<file path="src/rtl/cnn_stage_sequencer_if.sv">
// ---------------------------------------------------------------------------
// cnn_stage_sequencer_if
// Handshake and stage-control bundle between a frame host and the
// cnn_stage_sequencer.
//   start       host -> seq  frame start request
//   abort       host -> seq  synchronous abort back to IDLE
//   stage_rst   seq -> host  per-stage active-high resets (bit0=C1 .. bit5=MP2)
//   en_relu     seq -> host  ReLU enable
//   stage_idx   seq -> host  index of the active stage (0-5)
//   busy        seq -> host  frame in progress
//   frame_done  seq -> host  one-cycle frame completion pulse
// Optional (CNN_SEQ_DONE_HS_EN defined):
//   stage_done  host -> seq  per-stage completion flags
//   timeout_err seq -> host  sticky watchdog flag
// modport master: frame host side; modport slave: sequencer side.
// ---------------------------------------------------------------------------
interface cnn_stage_sequencer_if;
  logic       start;
  logic       abort;
  logic [5:0] stage_rst;
  logic       en_relu;
  logic [2:0] stage_idx;
  logic       busy;
  logic       frame_done;
`ifdef CNN_SEQ_DONE_HS_EN
  logic [5:0] stage_done;
  logic       timeout_err;

  modport master (
    output start, abort, stage_done,
    input  stage_rst, en_relu, stage_idx, busy, frame_done, timeout_err
  );

  modport slave (
    input  start, abort, stage_done,
    output stage_rst, en_relu, stage_idx, busy, frame_done, timeout_err
  );
`else
  modport master (
    output start, abort,
    input  stage_rst, en_relu, stage_idx, busy, frame_done
  );

  modport slave (
    input  start, abort,
    output stage_rst, en_relu, stage_idx, busy, frame_done
  );
`endif
endinterface

</file>
<file path="src/rtl/cnn_stage_sequencer.sv">
// ---------------------------------------------------------------------------
// cnn_stage_sequencer
// Frame-level controller for the conv1 -> relu1 -> maxpool1 -> conv2 ->
// relu2 -> maxpool2 front end. A start request releases the stage resets one
// by one, each stage owning a programmable cycle budget. After the last stage
// all stages remain released (final pooled output stays valid) until the next
// start (which inserts a one-cycle flush with every stage held in reset) or an
// abort.
// Ports:
//   clk    rising-edge clock
//   reset  asynchronous active-high reset
//   bus    cnn_stage_sequencer_if.slave (start, abort, stage_rst, en_relu,
//          stage_idx, busy, frame_done [, stage_done, timeout_err])
// Optional feature macro: CNN_SEQ_DONE_HS_EN -- a stage also advances early on
// its stage_done bit; budget expiry without it raises the sticky timeout_err.
// All outputs are registered.
// ---------------------------------------------------------------------------
module cnn_stage_sequencer #(
  parameter int CNT_W      = 24,
  parameter int C1_CYCLES  = 10199,
  parameter int R1_CYCLES  = 28224,
  parameter int MP1_CYCLES = 8,
  parameter int C2_CYCLES  = 60192,
  parameter int R2_CYCLES  = 9600,
  parameter int MP2_CYCLES = 20
) (
  input logic                 clk,
  input logic                 reset,
  cnn_stage_sequencer_if.slave bus
);

  typedef enum logic [1:0] {
    IDLE  = 2'd0,
    FLUSH = 2'd1,
    RUN   = 2'd2,
    DONE  = 2'd3
  } state_t;

  localparam logic [5:0] RST_ALL  = 6'b111111;
  localparam logic [2:0] LAST_IDX = 3'd5;
  localparam longint     B_LIMIT  = longint'(1) << CNT_W;

  // Every budget must fit the counter, otherwise a stage could never expire.
  if ((CNT_W < 1) || (CNT_W > 32) ||
      (C1_CYCLES < 0)  || (longint'(C1_CYCLES)  >= B_LIMIT) ||
      (R1_CYCLES < 0)  || (longint'(R1_CYCLES)  >= B_LIMIT) ||
      (MP1_CYCLES < 0) || (longint'(MP1_CYCLES) >= B_LIMIT) ||
      (C2_CYCLES < 0)  || (longint'(C2_CYCLES)  >= B_LIMIT) ||
      (R2_CYCLES < 0)  || (longint'(R2_CYCLES)  >= B_LIMIT) ||
      (MP2_CYCLES < 0) || (longint'(MP2_CYCLES) >= B_LIMIT)) begin : g_budget_check
    $error("cnn_stage_sequencer: stage budget does not fit in CNT_W bits");
  end

  // Terminal count of a stage; a zero budget behaves as one cycle.
  function automatic logic [CNT_W-1:0] last_cnt(input logic [2:0] i);
    logic [CNT_W-1:0] b;
    case (i)
      3'd0:    b = CNT_W'(C1_CYCLES);
      3'd1:    b = CNT_W'(R1_CYCLES);
      3'd2:    b = CNT_W'(MP1_CYCLES);
      3'd3:    b = CNT_W'(C2_CYCLES);
      3'd4:    b = CNT_W'(R2_CYCLES);
      default: b = CNT_W'(MP2_CYCLES);
    endcase
    if (b == {CNT_W{1'b0}}) begin
      last_cnt = {CNT_W{1'b0}};
    end else begin
      last_cnt = b - CNT_W'(1);
    end
  endfunction

  // Thermometer reset pattern with stages 0..i released.
  function automatic logic [5:0] rst_pattern(input logic [2:0] i);
    rst_pattern = RST_ALL << ({1'b0, i} + 4'd1);
  endfunction

  state_t           state_r, state_s;
  logic [CNT_W-1:0] cnt_r, cnt_s;
  logic [2:0]       idx_r, idx_s;
  logic [5:0]       stage_rst_r, stage_rst_s;
  logic             en_relu_r, en_relu_s;
  logic             busy_r, busy_s;
  logic             frame_done_r, frame_done_s;
  logic             expire_s;
  logic             advance_s;
`ifdef CNN_SEQ_DONE_HS_EN
  logic             timeout_r, timeout_s;
  logic [7:0]       done_ext_s;
  logic             hs_done_s;
`endif

  // Stage advance condition: budget expiry, or the active stage's done flag.
  always_comb begin
    expire_s = (cnt_r == last_cnt(idx_r));
`ifdef CNN_SEQ_DONE_HS_EN
    done_ext_s = {2'b00, bus.stage_done};
    hs_done_s  = done_ext_s[idx_r];
    advance_s  = expire_s | hs_done_s;
`else
    advance_s  = expire_s;
`endif
  end

  // Next-state and next-output logic; abort overrides start and advance.
  always_comb begin
    state_s      = state_r;
    cnt_s        = cnt_r;
    idx_s        = idx_r;
    stage_rst_s  = stage_rst_r;
    en_relu_s    = en_relu_r;
    busy_s       = busy_r;
    frame_done_s = 1'b0;
`ifdef CNN_SEQ_DONE_HS_EN
    timeout_s    = timeout_r;
`endif
    if (bus.abort) begin
      state_s     = IDLE;
      cnt_s       = {CNT_W{1'b0}};
      idx_s       = 3'd0;
      stage_rst_s = RST_ALL;
      en_relu_s   = 1'b0;
      busy_s      = 1'b0;
`ifdef CNN_SEQ_DONE_HS_EN
      timeout_s   = 1'b0;
`endif
    end else begin
      case (state_r)
        IDLE: begin
          if (bus.start) begin
            state_s     = RUN;
            cnt_s       = {CNT_W{1'b0}};
            idx_s       = 3'd0;
            stage_rst_s = rst_pattern(3'd0);
            en_relu_s   = 1'b1;
            busy_s      = 1'b1;
`ifdef CNN_SEQ_DONE_HS_EN
            timeout_s   = 1'b0;
`endif
          end else begin
            stage_rst_s = RST_ALL;
            en_relu_s   = 1'b0;
            busy_s      = 1'b0;
          end
        end
        FLUSH: begin
          state_s     = RUN;
          cnt_s       = {CNT_W{1'b0}};
          idx_s       = 3'd0;
          stage_rst_s = rst_pattern(3'd0);
          en_relu_s   = 1'b1;
          busy_s      = 1'b1;
        end
        RUN: begin
          if (advance_s) begin
            cnt_s = {CNT_W{1'b0}};
            if (idx_r == LAST_IDX) begin
              state_s      = DONE;
              busy_s       = 1'b0;
              frame_done_s = 1'b1;
            end else begin
              idx_s       = idx_r + 3'd1;
              stage_rst_s = rst_pattern(idx_r + 3'd1);
            end
`ifdef CNN_SEQ_DONE_HS_EN
            // Watchdog: expiry without the stage's own done flag.
            if (expire_s && !hs_done_s) begin
              timeout_s = 1'b1;
            end else begin
              timeout_s = timeout_r;
            end
`endif
          end else begin
            cnt_s = cnt_r + CNT_W'(1);
          end
        end
        DONE: begin
          if (bus.start) begin
            // One cycle with every stage back in reset before the new frame.
            state_s     = FLUSH;
            cnt_s       = {CNT_W{1'b0}};
            idx_s       = 3'd0;
            stage_rst_s = RST_ALL;
            en_relu_s   = 1'b0;
            busy_s      = 1'b1;
`ifdef CNN_SEQ_DONE_HS_EN
            timeout_s   = 1'b0;
`endif
          end else begin
            stage_rst_s = stage_rst_r;
          end
        end
        default: begin
          state_s     = IDLE;
          cnt_s       = {CNT_W{1'b0}};
          idx_s       = 3'd0;
          stage_rst_s = RST_ALL;
          en_relu_s   = 1'b0;
          busy_s      = 1'b0;
        end
      endcase
    end
  end

  // State and output registers.
  always_ff @(posedge clk or posedge reset) begin
    if (reset) begin
      state_r      <= IDLE;
      cnt_r        <= {CNT_W{1'b0}};
      idx_r        <= 3'd0;
      stage_rst_r  <= RST_ALL;
      en_relu_r    <= 1'b0;
      busy_r       <= 1'b0;
      frame_done_r <= 1'b0;
`ifdef CNN_SEQ_DONE_HS_EN
      timeout_r    <= 1'b0;
`endif
    end else begin
      state_r      <= state_s;
      cnt_r        <= cnt_s;
      idx_r        <= idx_s;
      stage_rst_r  <= stage_rst_s;
      en_relu_r    <= en_relu_s;
      busy_r       <= busy_s;
      frame_done_r <= frame_done_s;
`ifdef CNN_SEQ_DONE_HS_EN
      timeout_r    <= timeout_s;
`endif
    end
  end

  assign bus.stage_rst  = stage_rst_r;
  assign bus.en_relu    = en_relu_r;
  assign bus.stage_idx  = idx_r;
  assign bus.busy       = busy_r;
  assign bus.frame_done = frame_done_r;
`ifdef CNN_SEQ_DONE_HS_EN
  assign bus.timeout_err = timeout_r;
`endif

endmodule
</file>
<file path="src/flat_wrapper.sv">
// flat-port wrapper written by rule: the top's interface ports become plain ports
module cnn_stage_sequencer_flat 
#(
  parameter int CNT_W      = 24,
  parameter int C1_CYCLES  = 10199,
  parameter int R1_CYCLES  = 28224,
  parameter int MP1_CYCLES = 8,
  parameter int C2_CYCLES  = 60192,
  parameter int R2_CYCLES  = 9600,
  parameter int MP2_CYCLES = 20
)
  (clk, reset, bus_start, bus_abort, bus_stage_rst, bus_en_relu, bus_stage_idx, bus_busy, bus_frame_done);
  cnn_stage_sequencer_if bus_i ();
  input logic clk;
  input logic reset;
  input wire logic [$bits(bus_i.start)-1:0] bus_start;
  input wire logic [$bits(bus_i.abort)-1:0] bus_abort;
  output wire logic [$bits(bus_i.stage_rst)-1:0] bus_stage_rst;
  output wire logic [$bits(bus_i.en_relu)-1:0] bus_en_relu;
  output wire logic [$bits(bus_i.stage_idx)-1:0] bus_stage_idx;
  output wire logic [$bits(bus_i.busy)-1:0] bus_busy;
  output wire logic [$bits(bus_i.frame_done)-1:0] bus_frame_done;
  assign bus_i.start = bus_start;
  assign bus_i.abort = bus_abort;
  assign bus_stage_rst = bus_i.stage_rst;
  assign bus_en_relu = bus_i.en_relu;
  assign bus_stage_idx = bus_i.stage_idx;
  assign bus_busy = bus_i.busy;
  assign bus_frame_done = bus_i.frame_done;
  cnn_stage_sequencer #(.CNT_W(CNT_W), .C1_CYCLES(C1_CYCLES), .R1_CYCLES(R1_CYCLES), .MP1_CYCLES(MP1_CYCLES), .C2_CYCLES(C2_CYCLES), .R2_CYCLES(R2_CYCLES), .MP2_CYCLES(MP2_CYCLES)) u_core (.clk(clk), .reset(reset), .bus(bus_i));
endmodule
</file>
<file path="config.mk">
export PLATFORM = sky130hd
export DESIGN_NAME = cnn_stage_sequencer_flat
export DESIGN_NICKNAME = d
export VERILOG_FILES = /design/src/rtl/cnn_stage_sequencer_if.sv /design/src/rtl/cnn_stage_sequencer.sv /design/src/flat_wrapper.sv
export SDC_FILE = /design/constraint.sdc
export NUM_CORES = 1
export LEC_CHECK = 0
export ABC_AREA = 1
export BUFFER_PORTS_ARGS = -buffer_cell sky130_fd_sc_hd__buf_4
export CAP_MARGIN = 10
export CORE_MARGIN = 2
export CORE_UTILIZATION = 24
export CTS_CLUSTER_SIZE = 12
export DETAILED_ROUTE_END_ITERATION = 6
export HOLD_SLACK_MARGIN = 0.02
export PLACE_DENSITY = 0.47
export SYNTH_ARGS = -nofsm -noshare
export SYNTH_HDL_FRONTEND = slang
export SYNTH_SLANG_ARGS = --single-unit
</file>
<file path="constraint.sdc">
create_clock -name clk -period 3.64 [get_ports clk]
set_clock_uncertainty 0.2 [all_clocks]
set_input_delay 0 -clock clk [delete_from_list [all_inputs] [get_ports clk]]
set_output_delay 0 -clock clk [all_outputs]
set_load 0.01 [all_outputs]
</file>
After elaboration in Yosys (flattened, before gate mapping) --
Cells that the tools add are included.
Word-level totals: bits in read-only memories 0, flip-flop bits (word level) 38, word-level logic and storage cells 73, bits in latches 0, memories 0, bits in writable memories 0, output and inout bits 12
Cells by class: equal/unequal tests 15, add/subtract/negate cells 4, div/mod/pow operators 0, $lt $le $gt $ge 0, muxes and demuxes 36, shift operators 1, bitwise logic cells 0, $mul 0, reductions and logical operators 10
Operators by type and width (number):
- two-way mux 24 bit | 4
- one-hot mux 16 bit (5 select lines) | 1
- one-hot mux 24 bit (3 select lines) | 1
- adder 24 x 1 -> 24 bit, second input constant | 1
- equality test 24 bit | 1
- logical NOT 24 bit | 1
- two-way mux 6 bit | 4
- one-hot mux 6 bit (4 select lines) | 1
- subtractor 16 x 1 -> 17 bit, second input constant | 1
- two-way mux 1 bit | 12
- two-way mux 3 bit | 4
- two-way mux 2 bit | 5
- != test 3 bit, second input constant | 3
- one-hot mux 3 bit (3 select lines) | 1
- AND reduction 3 bit | 3
- one-hot mux 2 bit (4 select lines) | 1
- equality test 3 x 2 -> 1 bit, second input constant | 2
- equality test 3 bit, second input constant | 2
- != test 3 x 2 -> 1 bit, second input constant | 2
- left shift 6 x 4 -> 6 bit, first input constant | 1
- adder 3 x 1 -> 4 bit, second input constant | 1
- equality test 2 bit, second input constant | 2
- one-hot mux 1 bit (4 select lines) | 1
- AND reduction 4 bit | 1
- other kinds (10) | 10

Longest topological paths before layout --
Gate-level depths: netlist of run 1.
word-level depth 8, depth in mapped cells 21, depth with buffers taken out 19

Worst setup path after synthesis of run 1 --
Ideal clock, no wire load.
path type reg2reg, from register u_core.idx_r[0], in the netlist u_core.bus.stage_idx[0], to register u_core.cnt_r[1], buffers on the path 3, path slack 0.906 ns, stages on the path, launching flop included 20, data required time 3.296 ns, arrival 2.390 ns, library setup time 0.144 ns, cell sequence dfrtp_1 > ha_1 > ha_1 > inv_1 > nand2_1 > nor2_2 > inv_2 > nor2_4 > nand2_2 > buf_6 > nand2_1 > nand2_1 > nand2_1 > nand3_1 > nor2_1 > nand2_2 > nand2_4 > buf_8 > buf_12 > o22ai_2
Between the ends: cells in the longest elaborated chain, start to end 8
Ends and longest elaborated chain:
- start: declaration | line cnn_stage_sequencer.sv:79 | logic [2:0] idx_r, idx_s;
- start signal: assignment | line cnn_stage_sequencer.sv:220 | idx_r <= idx_s;
- equality test 3 bit (tied with other cells) | line cnn_stage_sequencer.sv:57 | case (i)
- one-hot mux 16 bit (5 select lines) (*) | line cnn_stage_sequencer.sv:57
- subtractor 16 x 1 -> 17 bit / logical NOT 24 bit (equally long branches) | line cnn_stage_sequencer.sv:68, cnn_stage_sequencer.sv:65
- two-way mux 24 bit (*) | line cnn_stage_sequencer.sv:65 | if (b == {CNT_W{1'b0}}) begin
- equality test 24 bit (*) | line cnn_stage_sequencer.sv:94 | expire_s = (cnt_r == last_cnt(idx_r));
- two-way mux 24 bit (*) | line cnn_stage_sequencer.sv:154 | if (advance_s) begin
- one-hot mux 24 bit (3 select lines) (*) | line cnn_stage_sequencer.sv:127 | case (state_r)
- two-way mux 24 bit (*) | line cnn_stage_sequencer.sv:116 | if (bus.abort) begin
- end signal: assignment | line cnn_stage_sequencer.sv:208 | cnt_r <= {CNT_W{1'b0}};
- end signal: assignment | line cnn_stage_sequencer.sv:219 | cnt_r <= cnt_s;
- end: declaration | line cnn_stage_sequencer.sv:78 | logic [CNT_W-1:0] cnt_r, cnt_s;
Mark *: on every way between the ends. The rest lies on a longest branch, timed or not. A chain may end at the register's enable or synchronous reset.

Worst setup path after layout of run 1 --
from register u_core.idx_r[0], in the netlist u_core.bus.stage_idx[0], to register u_core.cnt_r[20]
Same word-level chain as after synthesis.

==> results of run 1 <==
[area by class of cell]
cell class / instances / area share, %
multi-input cells: 301 / 50.3
flip-flops and latches: 38 / 28.6
inverters: 53 / 5.93
repair buffers: 22 / 5.52
well taps: 147 / 5.49
clock buffers: 6 / 3.84
clock inverters: 2 / 0.299
[Yosys cell counts, drive strengths merged, types with 3 or more instances]
master / count
a21oi: 25
buf: 5
clkbuf: 6
dfrtp: 32
dfstp: 6
ha: 13
inv: 53
nand2: 114
nand3: 32
nand3b: 3
nand4: 23
nor2: 32
nor3: 11
nor4: 4
o21ai: 16
xor2: 18
[worst register-to-register path, stage by stage, from the launching register on]
cell	delay, ns
dfrtp_1	0.49
inv_1	0.22
ha_1	0.27
inv_1	0.09
nand2_1	0.06
nand2_1	0.05
nand2_1	0.12
nand3_2	0.13
nor2_4	0.13
nand2_2	0.14
nand2_1	0.11
nor2_1	0.05
nor2_1	0.09
nand3_1	0.07
nor2_1	0.13
nand2_2	0.10
nand2_4	0.20
buf_12	0.22
nand2_1	0.09
nand2_1	0.05
nor2_1	0.03
[registers in the layout, indices dropped and copies added (netlist names)]
signal and cells:
u_core.bus.stage_idx 3, u_core.bus.en_relu 1, u_core.state_r 2, u_core.cnt_r 24
u_core.bus.stage_rst 6, u_core.bus.frame_done 1, u_core.bus.busy 1
[worst paths after layout]
path	slack, ns	endpoint	from
hold / removal	0.20	u_core.bus.en_relu	reset
setup / recovery	0.50	u_core.cnt_r[20]	u_core.bus.stage_idx[0]
setup reg to reg	0.50	u_core.cnt_r[20]	u_core.bus.stage_idx[0]
hold reg to reg	0.26	u_core.bus.stage_rst[5]	u_core.bus.stage_rst[5]
min in group clk	0.26	u_core.bus.stage_rst[5]	u_core.bus.stage_rst[5]
max in group asynchronous	2.67	u_core.bus.stage_rst[4]	reset
[power groups by stage]
stage,sequential (mW),combinational [mW],clock (mW)
floorplan,0.582,0.720,0
global placement,0.583,0.951,0
detailed placement,0.579,0.953,0
CTS,0.574,0.961,0.438
global route,0.585,1.08,0.457
finish,0.574,0.950,0.423
[through the flow]
| step | std cells | util [%] | hold WS, ns | instance area [µm²] | total power, mW |
|---|---|---|---|---|---|
| floorplan | 403 | - | -0.0210 | 2940 | 1.30 |
| global placement | 558 | 26.5 | -0.0301 | 3180 | 1.53 |
| detailed placement | 558 | 26.5 | -0.0324 | 3180 | 1.53 |
| CTS | 569 | 27.9 | 0.220 | 3350 | 1.97 |
| global route | 569 | 27.9 | 0.272 | 3350 | 2.12 |
| finish | 569 | 27.9 | 0.200 | 3350 | 1.95 |
[logic make-up after synthesis]
logic type	share of synthesized area, %
AO/OA/AOI/OAI	11.1
XOR/XNOR	5.95
adder cells (fa/ha/maj)	5.53
buffers and inverters	10.0
flip-flops	32.6
AND/OR/NAND/NOR	34.8
[repair_timing]
action	CTS	global route
hold endpoints to repair	44	0
buffers inserted	0	0
hold buffers	3	0
[metal layers]
metal	global-route usage (%)	routed length [µm]
met3	2.54	283
met1	15.3	3410
met4	3.45	109
met2	19.7	3390
met5	0	0
==> summary.txt, run 1 <==
Clock network
  • CTS tree: done
  • CTS max path bufs: 2
  • H-tree lvl count: 2
  • Worst-skew pair later-pin latency: ~0.28 ns
  • Clock Pin Slew Worst Setup and Hold Paths: ~0.060 ns
  • Num CTS Buffers: 5
  • Clk Tree Root Cell: clkbuf_16
  • Post-CTS Resized: 0
  • Sink Count: 38

Drt
  • Drt drc: 0
  • Total number of vias: between 2000 and 3000
  • Starting DRT DRC Count: ~110
  • Routed wire length: 7.18 mm
  • Number of routed nets with antenna violations: 0
  • Via density: about 4.6
  • Avg WL per Cell: between 10 and 15 µm
  • Total iterations of the first detailed-routing run: 5

Layout
  • Ant diodes: 0
  • Area grow syn2layout: 14.0%
  • Fillers: around 1300
  • Multi-input logic area: about 1700 µm²
  • Commonest non-fill, non-tap cells in the layout: nand2_1, inv_1, dfrtp_1
  • Fin nets: between 400 and 500
  • Register area: ~960 µm²
  • Commonest non-fill, non-tap cell in the layout: nand2_1
  • Layout cells sized above 1: between 15 and 20%

Yosys
  • #FFs+latches synth: 38
  • Leading area contributor after synthesis: dfrtp_1
  • Ys Warns: 0
  • Area contributors post-synth: dfrtp_1, nand2_1, inv_1, a21oi_2, ha_1
  • Cell count after synthesis: 403
  • Post-synthesis sequential area ratio: 32.6%
  • Mapped Area: 2940 µm²
  • EDFF count, synth: 0
  • Most used DFF post-synth: dfrtp_1
  • Synth top area share: between 20% and 30%
  • Unique masters post-synth: 35
  • Post-synth ARST share: 100%
  • Mapped Nets: 420
  • Post-Syn Area per Cell: around 7.3 µm²

Power and ir drop
  • Worst vdd ir: approximately 0.26 mV
  • Switching part of the total: a little over two fifths
  • Register share of total power: approximately 30%
  • Comb power frac: 48.8%
  • Pint: 1.10 mW
  • Clk pwr share: a little over a fifth
  • NetSw: between 0.8 and 0.9 mW
  • PwrDens: 581 nW/µm²
  • Leakage: about 1.5 nW

Timing
  • Min Tclk post-route: ~3.1 ns
  • Slew Viols, Final: 0
  • Final Hold Violating Endpoints: 0
  • Worst Tran Pin Value: 0.718 ns
  • Setup ws final: 0.495 ns
  • Rel. slew slack: between 50% and 60%
  • Period utilization: about 86%
  • Endpoints failing setup: 0
  • RSZ-0062 raised after global routing: false
  • Setup tns final: 0 ns
  • F_max: ~320 MHz

Floorplanning
  • Die Height: approximately 110 µm
  • Ports: 16
  • Die width: roughly 110 µm
  • Row cnt: 40
  • Core ar.: 12000 µm²
  • Initial Utilization: 24.5%
  • Die area: around 13000 µm²

Global route
  • Total gr overflow: 0
  • Total routing usage reported by global routing: between 10% and 20%
  • First-pass GRT wire length: between 10 and 15 mm
  • Vias in the first global route: about 2600
  • Initial antenna violation count: 0
  • Largest net degree at the start of global routing: 39

Critical path
  • Crit path DAT: ~3.1 ns
  • CP Class: flop to flop
  • Reg2reg path depth: 20
  • CP Cell Sequence: inv_1 -> ha_1 -> inv_1 -> nand2_1 -> nand2_1 -> nand2_1 -> nand3_2 -> nor2_4 -> nand2_2 -> nand2_1 -> nor2_1 -> nor2_1 -> nand3_1 -> nor2_1 -> nand2_2 -> nand2_4 -> buf_12 -> nand2_1 -> nand2_1 -> nor2_1
  • Worst path bufs/invs: 3
  • Delay-heaviest family, CP: simple AND/OR/NAND/NOR gates
  • CP required: 3.62 ns
  • Type of origin of the critical path: flop
  • CP most frequent cell: nand2_1
  • CP endpoint kind: flop
  • Crit path max-delay cell type: dfrtp_1
  • CP peak stage delay: roughly 0.5 ns
  • Crit Path Max Fanout: 23
  • Worst path depth: 20

Hold path
  • Worst Hold Class: input pin to async pin

Placement
  • GP Congestion: around 0.82
  • I/O Buffers: 15
  • Post-DP HPWL: approximately 5.4 mm
  • Worst slack, placed: ~0.5 ns

Run status
  • Status: completed

Flow run
  • Max-cap check violation count: 0
(Power assumes the default switching activity.)
==> inputs of run 2 (changes only) <==
--- a/config.mk
+++ b/config.mk
@@ -10,3 +10,2 @@
 export CAP_MARGIN = 10
-export CORE_MARGIN = 2
 export CORE_UTILIZATION = 24
@@ -15,3 +14,3 @@
 export HOLD_SLACK_MARGIN = 0.02
-export PLACE_DENSITY = 0.47
+export PLACE_DENSITY = 0.49
 export SYNTH_ARGS = -nofsm -noshare
==> constraint.sdc (replaced) <==
create_clock -name clk -period 2.8 [get_ports clk]
set_clock_uncertainty 0.2 [all_clocks]
set_input_delay 0 -clock clk [delete_from_list [all_inputs] [get_ports clk]]
set_output_delay 0 -clock clk [all_outputs]
set_load 0.1 [all_outputs]
==> run 2 against run 1 <==
Clock power increased by 36%. Setup slack got worse by 0.43 ns. Highest routed layer unchanged. Global-route usage increased by 0.73 points. Combinational power increased by 100%. First-iteration DRC count increased by 30%. Via count increased by 7.6%. Critical path type unchanged. Count of clock-buffer cells in the layout increased by 1. Register-to-register slack got worse by 0.43 ns. Flip-flop and latch count unchanged. Non-clock buffer count increased by 22. Maximum frequency increased by 15%.
==> summary.txt, run 2 (synthesis gave the netlist of run 1 again) <==
Drt
  • Total iterations of the first detailed-routing run: 5
  • Starting DRT DRC Count: 136
  • Drt drc: 0
  • Via density: around 4.8
  • Total number of vias: ~2800
  • Routed wire length: 7.69 mm
  • Number of routed nets with antenna violations: 0
  • Avg WL per Cell: between 10 and 15 µm

Critical path
  • Worst setup path endpoint: u_core.state_r[1]
  • Reg2reg path depth: 19
  • Flop2flop setup slack: between 0.06 and 0.07 ns
  • CP startpoint: u_core.bus.stage_idx[1]
  • CP required: between 2 and 3 ns
  • R2R Path Start: u_core.bus.stage_idx[1]
  • Crit path DAT: 2.71 ns
  • Crit Path Max Fanout: 8
  • Capturing point of the worst reg2reg path: u_core.state_r[1]
  • CP endpoint kind: flop
  • Type of origin of the critical path: flop
  • CP Class: flop to flop

Power and ir drop
  • Total Power: about 3.3 mW
  • PwrDens: between 800 and 900 nW/µm²
  • Worst vdd ir: between 0.9 and 1 mV
  • Leakage: 1.64 nW

Floorplanning
  • Die Height: between 100 and 150 µm
  • Core ar.: 12000 µm²
  • Row cnt: 40
  • Ports: 16
  • Initial Utilization: between 20% and 30%
  • Die area: 12700 µm²
  • Die width: between 100 and 150 µm

Placement
  • I/O Buffers: 15
  • Placed inst area: about 3300 µm²
  • Post-DP HPWL: about 5.7 mm
  • Worst slack, placed: approximately 0.0041 ns
  • GP Congestion: a little under 0.9

Global route
  • GRT Max-Usage Layer: met2
  • First-pass GRT wire length: 12.7 mm
  • Met2 usage in global routing: a little over a fifth
  • Largest net degree at the start of global routing: 24
  • Met3 GRT Util: approximately 2.1%
  • Total routing usage reported by global routing: roughly 12%
  • Total gr overflow: 0
  • Met1 Track Usage GR: roughly 15%
  • Initial antenna violation count: 0
  • Vias in the first global route: 2675

Layout
  • Layout cells sized above 1: between 20% and 30%
  • Most flops, register: u_core.cnt_r
  • Register area: between 900 and 1000 µm²
  • Commonest non-fill, non-tap cells in the layout: nand2_1, inv_1, buf_4
  • Commonest non-fill, non-tap cell in the layout: nand2_1
  • Fin nets: approximately 460
  • Core Util, Final: a little under a third
  • Final Cell Area: 3700 µm²
  • Area grow syn2layout: 25.8%
  • Largest register FFs: 24
  • Fillers: between 1000 and 1500
  • Multi-input logic area: 1800 µm²
  • Ant diodes: 0

Clock network
  • Num CTS Buffers: 5
  • Worst-skew pair later-pin latency: between 0.2 and 0.3 ns
  • CTS max path bufs: 2
  • Clk Tree Root Cell: clkbuf_16
  • CTS tree: done
  • Sink Count: 38
  • H-tree lvl count: 2
  • Clock Pin Slew Worst Setup and Hold Paths: around 0.06 ns

Flow run
  • Max-cap check violation count: 0

Timing
  • Setup ws final: 0.0620 ns
  • Worst hold margin: 0.238 ns
  • Period utilization: a little over nine tenths
  • Rel. slew slack: 45.1%
  • Endpoints failing setup: 0
  • Final Hold Violating Endpoints: 0
  • Worst Tran Pin Value: approximately 0.82 ns
  • Min Tclk post-route: 2.74 ns
  • Slew Viols, Final: 0
  • F_max: between 300 and 400 MHz
  • RSZ-0062 raised after global routing: true

Hold path
  • Worst Hold Class: input pin to async pin

Run status
  • Status: completed
## run 2: final cells by class
cell class	count	share of cell area [%]
inverters	53	5.71
multi-input cells	302	48.5
well taps	147	4.97
flip-flops and latches	38	26.2
clock buffers	7	3.85
clock inverters	1	0.135
repair buffers	44	10.6
## run 2: timing repair
item,in CTS,in global routing
hold buffers,3,0
buffers inserted,0,10
cloned,0,2
resized for setup,1,27
setup endpoints to repair,1,35
endpoints found under the hold margin,19,0
pin swaps,0,13
## run 2: how the worst min path moves through the flow
stage	startpoint	endpoint	cells after the start
2_1_floorplan	bus_abort	u_core.state_r[0]	3
3_3_place_gp	reset	u_core.bus.en_relu	2
3_5_place_dp	reset	u_core.bus.busy	2
4_1_cts	u_core.bus.stage_rst[1]	u_core.bus.stage_rst[1]	2
5_1_grt	u_core.bus.stage_rst[5]	u_core.bus.stage_rst[5]	2
6_report	reset	u_core.bus.busy	3
## run 2: worst max-delay path, stage by stage, from the launching register on
cell,delay (ns)
dfrtp_4,0.53
ha_4,0.19
ha_4,0.17
inv_2,0.07
nand2_2,0.06
nor2_4,0.11
inv_2,0.05
nor2_4,0.13
nand2_4,0.09
nand2_2,0.08
nor2_1,0.04
nor2_1,0.10
nand3_1,0.09
nor2_2,0.13
nand2_2,0.09
nand2_4,0.13
buf_6,0.15
nand3_4,0.07
nand2_2,0.09
nand2_1,0.05
## run 2: metrics by stage
stage	std cells	setup TNS (ns)
4_1_cts	580	0
2_1_floorplan	403	0
5_1_grt	592	-2.46
6_report	592	0
3_3_place_gp	569	0
3_5_place_dp	569	0
## run 2: where the power goes
group          leakage, nW  switching (mW)  internal, mW
clock network       0.0739           0.223         0.353
logic                 1.06            1.30         0.630
registers            0.499          0.0894         0.666
total                 1.64            1.61          1.65
## run 2: metal layers
layer	vias to the layer above	wire [µm]	share of wire [%]
met3	14	272	3.5
met5	-	0	0
met4	0	153	2.0
met2	59	3860	50
met1	1343	3410	44
li1	1403	-	-
